--- config.mk ---
export PLATFORM = sky130hd
export DESIGN_NAME = fb_fill
export DESIGN_NICKNAME = d
export VERILOG_FILES = /design/src/rtl/fb_fill.sv
export SDC_FILE = /design/constraint.sdc
export NUM_CORES = 1
export LEC_CHECK = 0
export ABC_AREA = 0
export BUFFER_PORTS_ARGS = -buffer_cell sky130_fd_sc_hd__buf_2
export CAP_MARGIN = 20
export CORE_MARGIN = 4
export CORE_UTILIZATION = 60
export DETAILED_ROUTE_END_ITERATION = 16
export GPL_ROUTABILITY_DRIVEN = 0
export PLACE_DENSITY_LB_ADDON = 0.25
export SETUP_SLACK_MARGIN = 0.1
export SYNTH_ARGS = -nofsm -noshare
export SYNTH_HDL_FRONTEND = slang
export SYNTH_SLANG_ARGS = --single-unit
--- constraint.sdc ---
create_clock -name clk_i -period 4.2 [get_ports clk_i]
set_clock_uncertainty 0.1 [all_clocks]
set_input_delay 0.84 -clock clk_i [delete_from_list [all_inputs] [get_ports clk_i]]
set_output_delay 0.84 -clock clk_i [all_outputs]
set_load 0.02 [all_outputs]
--- src/rtl/fb_fill.sv ---
// Rectangle-fill engine: clips a command to the visible screen and streams raster-order pixel writes.
// Optional build macro FB_FILL_VSYNC_WAIT_EN holds each fill until the next vsync falling edge.
module fb_fill #(
   parameter int H_RES = 640,
   parameter int V_RES = 480,
   parameter int HW    = 10,
   parameter int VW    = 9,
   parameter int DW    = 24
) (
   input  logic          clk_i,
   input  logic          rst_i,        // active low
   input  logic          cmd_valid_i,
   output logic          cmd_ready_o,
   input  logic [HW-1:0] cmd_x0_i,
   input  logic [VW-1:0] cmd_y0_i,
   input  logic [HW-1:0] cmd_w_i,
   input  logic [VW-1:0] cmd_h_i,
   input  logic [DW-1:0] cmd_color_i,
   input  logic          vsync_i,
   output logic          wr_en_o,
   input  logic          wr_ready_i,
   output logic [HW-1:0] wr_h_addr_o,
   output logic [VW-1:0] wr_v_addr_o,
   output logic [DW-1:0] wr_data_o,
   output logic          busy_o,
   output logic          done_o
);

   localparam logic [HW:0] H_LIM = (HW+1)'(H_RES);
   localparam logic [VW:0] V_LIM = (VW+1)'(V_RES);

`ifdef FB_FILL_VSYNC_WAIT_EN
   typedef enum logic [1:0] {IDLE = 2'd0, WAIT_VS = 2'd1, FILL = 2'd2, DONE = 2'd3} state_t;
`else
   typedef enum logic [1:0] {IDLE = 2'd0, FILL = 2'd2, DONE = 2'd3} state_t;
`endif

   state_t        state_q, state_d;
   logic          cmd_ready_q, cmd_ready_d;
   logic          wr_en_q, wr_en_d;
   logic [HW-1:0] wr_h_q, wr_h_d;
   logic [VW-1:0] wr_v_q, wr_v_d;
   logic [DW-1:0] wr_data_q, wr_data_d;
   logic          busy_q, busy_d;
   logic          done_q, done_d;
   logic [HW-1:0] x0_q, x0_d;
   logic [HW-1:0] xend_q, xend_d;
   logic [VW-1:0] yend_q, yend_d;

   // Clipping in one extra bit so H_RES-x0 and x0+w_eff cannot wrap.
   logic          x_off, y_off, empty, vs_fall;
   logic [HW:0]   rem_w, w_eff, xend_sum;
   logic [VW:0]   rem_h, h_eff, yend_sum;

   always_comb begin
      x_off    = {1'b0, cmd_x0_i} >= H_LIM;
      y_off    = {1'b0, cmd_y0_i} >= V_LIM;
      rem_w    = x_off ? '0 : H_LIM - {1'b0, cmd_x0_i};
      rem_h    = y_off ? '0 : V_LIM - {1'b0, cmd_y0_i};
      w_eff    = ({1'b0, cmd_w_i} < rem_w) ? {1'b0, cmd_w_i} : rem_w;
      h_eff    = ({1'b0, cmd_h_i} < rem_h) ? {1'b0, cmd_h_i} : rem_h;
      empty    = x_off | y_off | (w_eff == '0) | (h_eff == '0);
      xend_sum = {1'b0, cmd_x0_i} + w_eff - (HW+1)'(1);
      yend_sum = {1'b0, cmd_y0_i} + h_eff - (VW+1)'(1);
   end

`ifdef FB_FILL_VSYNC_WAIT_EN
   logic vs_prev_q;
   always_ff @(posedge clk_i or negedge rst_i) begin
      if (!rst_i) vs_prev_q <= 1'b1;
      else        vs_prev_q <= vsync_i;
   end
   assign vs_fall = vs_prev_q & ~vsync_i;
`else
   logic unused_vsync;
   assign unused_vsync = vsync_i;
   assign vs_fall      = 1'b0;
`endif

   always_comb begin
      state_d     = state_q;
      cmd_ready_d = cmd_ready_q;
      wr_en_d     = wr_en_q;
      wr_h_d      = wr_h_q;
      wr_v_d      = wr_v_q;
      wr_data_d   = wr_data_q;
      busy_d      = busy_q;
      done_d      = 1'b0;
      x0_d        = x0_q;
      xend_d      = xend_q;
      yend_d      = yend_q;
      case (state_q)
         IDLE: begin
            if (cmd_valid_i && cmd_ready_q) begin
               cmd_ready_d = 1'b0;
               busy_d      = 1'b1;
               if (empty) begin
                  // Address outputs left alone so an off-screen origin never shows up on them.
                  state_d = DONE;
                  done_d  = 1'b1;
               end else begin
                  x0_d      = cmd_x0_i;
                  xend_d    = xend_sum[HW-1:0];
                  yend_d    = yend_sum[VW-1:0];
                  wr_h_d    = cmd_x0_i;
                  wr_v_d    = cmd_y0_i;
                  wr_data_d = cmd_color_i;
`ifdef FB_FILL_VSYNC_WAIT_EN
                  state_d   = WAIT_VS;
`else
                  state_d   = FILL;
                  wr_en_d   = 1'b1;
`endif
               end
            end
         end
`ifdef FB_FILL_VSYNC_WAIT_EN
         WAIT_VS: begin
            if (vs_fall) begin
               state_d = FILL;
               wr_en_d = 1'b1;
            end
         end
`endif
         FILL: begin
            if (wr_ready_i) begin
               if (wr_h_q == xend_q) begin
                  if (wr_v_q == yend_q) begin
                     wr_en_d = 1'b0;
                     state_d = DONE;
                     done_d  = 1'b1;
                  end else begin
                     wr_h_d = x0_q;
                     wr_v_d = wr_v_q + VW'(1);
                  end
               end else begin
                  wr_h_d = wr_h_q + HW'(1);
               end
            end
         end
         DONE: begin
            state_d     = IDLE;
            cmd_ready_d = 1'b1;
            busy_d      = 1'b0;
         end
         default: begin
            state_d     = IDLE;
            cmd_ready_d = 1'b1;
            wr_en_d     = 1'b0;
            busy_d      = 1'b0;
         end
      endcase
      if (vs_fall && 1'b0) state_d = IDLE;
   end

   always_ff @(posedge clk_i or negedge rst_i) begin
      if (!rst_i) begin
         state_q     <= IDLE;
         cmd_ready_q <= 1'b1;
         wr_en_q     <= 1'b0;
         wr_h_q      <= '0;
         wr_v_q      <= '0;
         wr_data_q   <= '0;
         busy_q      <= 1'b0;
         done_q      <= 1'b0;
         x0_q        <= '0;
         xend_q      <= '0;
         yend_q      <= '0;
      end else begin
         state_q     <= state_d;
         cmd_ready_q <= cmd_ready_d;
         wr_en_q     <= wr_en_d;
         wr_h_q      <= wr_h_d;
         wr_v_q      <= wr_v_d;
         wr_data_q   <= wr_data_d;
         busy_q      <= busy_d;
         done_q      <= done_d;
         x0_q        <= x0_d;
         xend_q      <= xend_d;
         yend_q      <= yend_d;
      end
   end

   assign cmd_ready_o = cmd_ready_q;
   assign wr_en_o     = wr_en_q;
   assign wr_h_addr_o = wr_h_q;
   assign wr_v_addr_o = wr_v_q;
   assign wr_data_o   = wr_data_q;
   assign busy_o      = busy_q;
   assign done_o      = done_q;

endmodule

==> qor.txt <==
CP Launch Point: cmd_x0_i[3]
Register area: 1950 um^2
Overall routing resource usage: 42.4%
Pwr/cell area: 378 nW/um^2
Crit path arrival time: 6300 ps
Slew HR: 32.1%
Pre-antenna DRT Iters: 8
Critical path capture point: xend_q[8]
Vias in the first global route: 7216
Hold crit path type: reg -> reg
Critical setup path kind: in -> reg
Fill count: 267
Die area: 11700 um^2
Initial drt markers: 1270
FF+latch count, synth: 78
Most frequent CP cell: a21o_1
First-pass GRT wire length: 38.1 mm
Logic pwr share: 52.3%
Clock slew seen by the registers of the worst setup and hold paths: 90 ps
FFs w/ async S/R, synth: 100%
Placed Instances: 1004
Drt wl/cell: 30.6 um
Status: finished with violations
Max incr delay on CP: 460 ps
Root Driver: clkbuf_8
Core area: 9770 um^2
DRC viols: 0
Routed wire length: 32.5 mm
Post-Place Setup Slack: -1920 ps
Final setup margin: -1910 ps
Vias per cell: 7.46
Worst-skew pair later-pin latency: 380 ps
Initial core utilization: 61.5%
Max Freq: 164 MHz
Final min period: 6110 ps
Hold slack: 417 ps
Actual slew at the worst max-slew pin: 1020 ps
Worst-case reg-to-reg path depth: 10
# hold bufs at CTS: 0
Die Wd: 108 um
Vias: 7922
IO Count: 114
Net Sw Frac: 43.6%
Non-filler cells, final: 1062
Fraction of layout cells with a size suffix above 1: 50.2%
CTS tree: built
Rows: 36
WP depth: 24
Area Overhead vs Synth: 53.3%
RSZ-0062 raised after global routing: true
Hold Startpoint: wr_data_o[0]
Crit-path cells: buf_2, buf_4, nor4_1, a31o_2, nand3_1, ha_1, o21ai_0, o21ai_0, o211ai_1, nand4_1, and2_4, mux2_4, ha_4, inv_4, buf_6, buf_6, ha_4, a21o_1, a21o_1, a21o_1, a21oi_2, o21ai_1, xor2_1, mux2_4
Reg power frac: 28.1%
Clock sinks: 78
Final period util: 145%
Post-Syn Instances: 660
Maxcap violations: 0
CTS H-tree lvls: 3
Antenna violations before repair: 1
Synthesized area: 6020 um^2
Largest net degree at the start of global routing: 79
Delay-heaviest family, CP: compound AO/OA/AOI/OAI gates
Layout net count: 1046
Failing checks: negative setup slack
Yosys cell types: 62
CP Data Required Time: 4390 ps
Power share of the clock group: 19.6%
Worst r2r src: wr_h_addr_o[5]
Largest fanout on the critical path: 8
Crit path buf inv count: 5
Avg Cell Area, Syn: 9.11 um^2
Fin. max-slew vios: 0
Startpoint types: input port
GRT overflow: 0
Multi-input logic area: 4550 um^2
CTS buffer count: 9
Number of synthesized flops with an enable pin: 0
Worst R2R Setup Slack: 800 ps
Post-synthesis sequential area ratio: 32.5%
Synthesis Warnings: 0
HPWL Detailed: 13.8 mm
FF-to-FF End: wr_v_addr_o[6]
CP Capture Type: flop
Most used DFF post-synth: dfrtp_1
NetSw: 1.52 mW
Setup-failing EPs final: 73
Slowest-stage cell, CP: nor4_1
Routed Antenna Nets: 0
VDD IR-drop max: 0.359 mV
Die height: 108 um
IO buf count: 112
Clk buf depth: 2
Synthesized Nets: 782
Final hold vios: 0
P_int: 1.97 mW
Antenna cells: 0
Lkg Pwr: 4.61 nW
## synth_stat cells, drive strengths merged, types with 3 or more instances
cell	number	share of area, %
nor3	13	1.1
a21oi	36	3.1
nor2	36	2.2
a21o	11	1.4
a211oi	3	0.37
nand3	22	1.8
a41oi	4	0.58
mux2	60	11
xnor2	22	3.2
nand4	11	1.1
a31oi	13	1.4
o211ai	3	0.46
xor2	25	3.6
buf	10	1.3
nor4	11	1.4
o21a	5	0.62
and3	6	0.62
nand2b	3	0.31
o2bb2ai	3	0.44
and2	4	0.42
inv	61	3.8
o31ai	3	0.46
nor2b	9	0.94
nand2	56	3.5
dfrtp	77	32
mux2i	4	0.67
o2111ai	4	0.58
o21ai	42	3.5
ha	53	11
clkbuf	19	1.2
## area by class of cell
| type | count | share of cell area (%) |
|---|---|---|
| clock buffer | 9 | 1.34 |
| sequential | 78 | 21.2 |
| inverter | 61 | 2.65 |
| multi-input combinational | 493 | 49.4 |
| tap | 133 | 1.80 |
| timing repair buffer | 281 | 22.5 |
| clock inverter | 7 | 1.13 |
## power by group through the flow
stage / logic [mW] / registers (mW) / clock network, mW
6_report: 1.83 / 0.979 / 0.685
5_1_grt: 1.88 / 0.976 / 0.702
4_1_cts: 1.40 / 0.943 / 0.640
3_5_place_dp: 1.23 / 0.952 / 0
3_3_place_gp: 1.16 / 0.948 / 0
2_1_floorplan: 0.696 / 0.995 / 0
## worst min-delay path by stage
stage                     cells past startpoint            to  slack (ps)
after floorplan                               1       x0_q[6]         380
after global placement                        2        busy_o         380
after detailed placement                      2        busy_o         390
after CTS                                     1  wr_data_o[1]         410
after global routing                          1  wr_data_o[0]         430
final                                         1  wr_data_o[0]         420
## routing by layer
| layer | part of all wire (%) | wire (um) | vias up | global-route usage [%] |
|---|---|---|---|---|
| li1 | - | - | 2891 | - |
| met1 | 30 | 9680 | 3607 | 45.6 |
| met2 | 43 | 14100 | 987 | 74.0 |
| met3 | 14 | 4580 | 435 | 10.7 |
| met4 | 13 | 4170 | 2 | 27.1 |
| met5 | 0.043 | 14 | - | 0 |
## sequential cells by signal (all words and copies together) (netlist names)
signal       cells
state_q          2
yend_q           9
wr_h_addr_o     10
wr_en_o          1
wr_v_addr_o      9
x0_q            10
done_o           1
cmd_ready_o      1
xend_q          10
wr_data_o       24
busy_o           1
## cell families (layout without fill, tap and decap cells)
family / count (synthesis) / count (layout) / share of synthesized area (%)
and+or+nand+nor: 180 / 181 / 14.8
AOI/OAI and AO/OA: 146 / 146 / 16.0
buffers and inverters: 90 / 358 / 6.30
DFF: 78 / 78 / 32.5
muxes: 64 / 64 / 11.9
adders and majority gates: 55 / 55 / 11.7
xor gates and xnor gates: 47 / 47 / 6.84
## what timing repair did
action | 4_1_cts | 5_1_grt
cloned | 3 | 0
pin swaps | 49 | 56
setup endpoints to repair | 72 | 75
hold endpoints to repair | 0 | 0
gates resized for setup | 81 | 61
setup buffers | 37 | 16
## through the flow
stage          TNS [ps]  total power [mW]  instance area [um^2]  utilization [%]
2_1_floorplan    -23260              1.69                  6440                -
3_3_place_gp     -40000              2.11                  7940             81.2
3_5_place_dp     -45890              2.18                  7940             81.2
4_1_cts          -19150              2.99                  8870             90.8
5_1_grt          -38180              3.56                  9220             94.4
6_report         -33960              3.49                  9220             94.4
## cell usage in the layout, fill, tap and decap left out, types with 16 or more instances in the layout
| cell type | n |
|---|---|
| buf_4 | 135 |
| buf_2 | 107 |
| dfrtp_1 | 77 |
| nand2_1 | 52 |
| mux2_4 | 50 |
| inv_1 | 48 |
| o21ai_0 | 37 |
| ha_1 | 35 |
| nor2_1 | 29 |
| buf_6 | 28 |
| xor2_1 | 24 |
| nand3_1 | 20 |
| a21oi_1 | 20 |
| xnor2_1 | 16 |
| ha_4 | 16 |
Power figures use the tool's default switching activity.
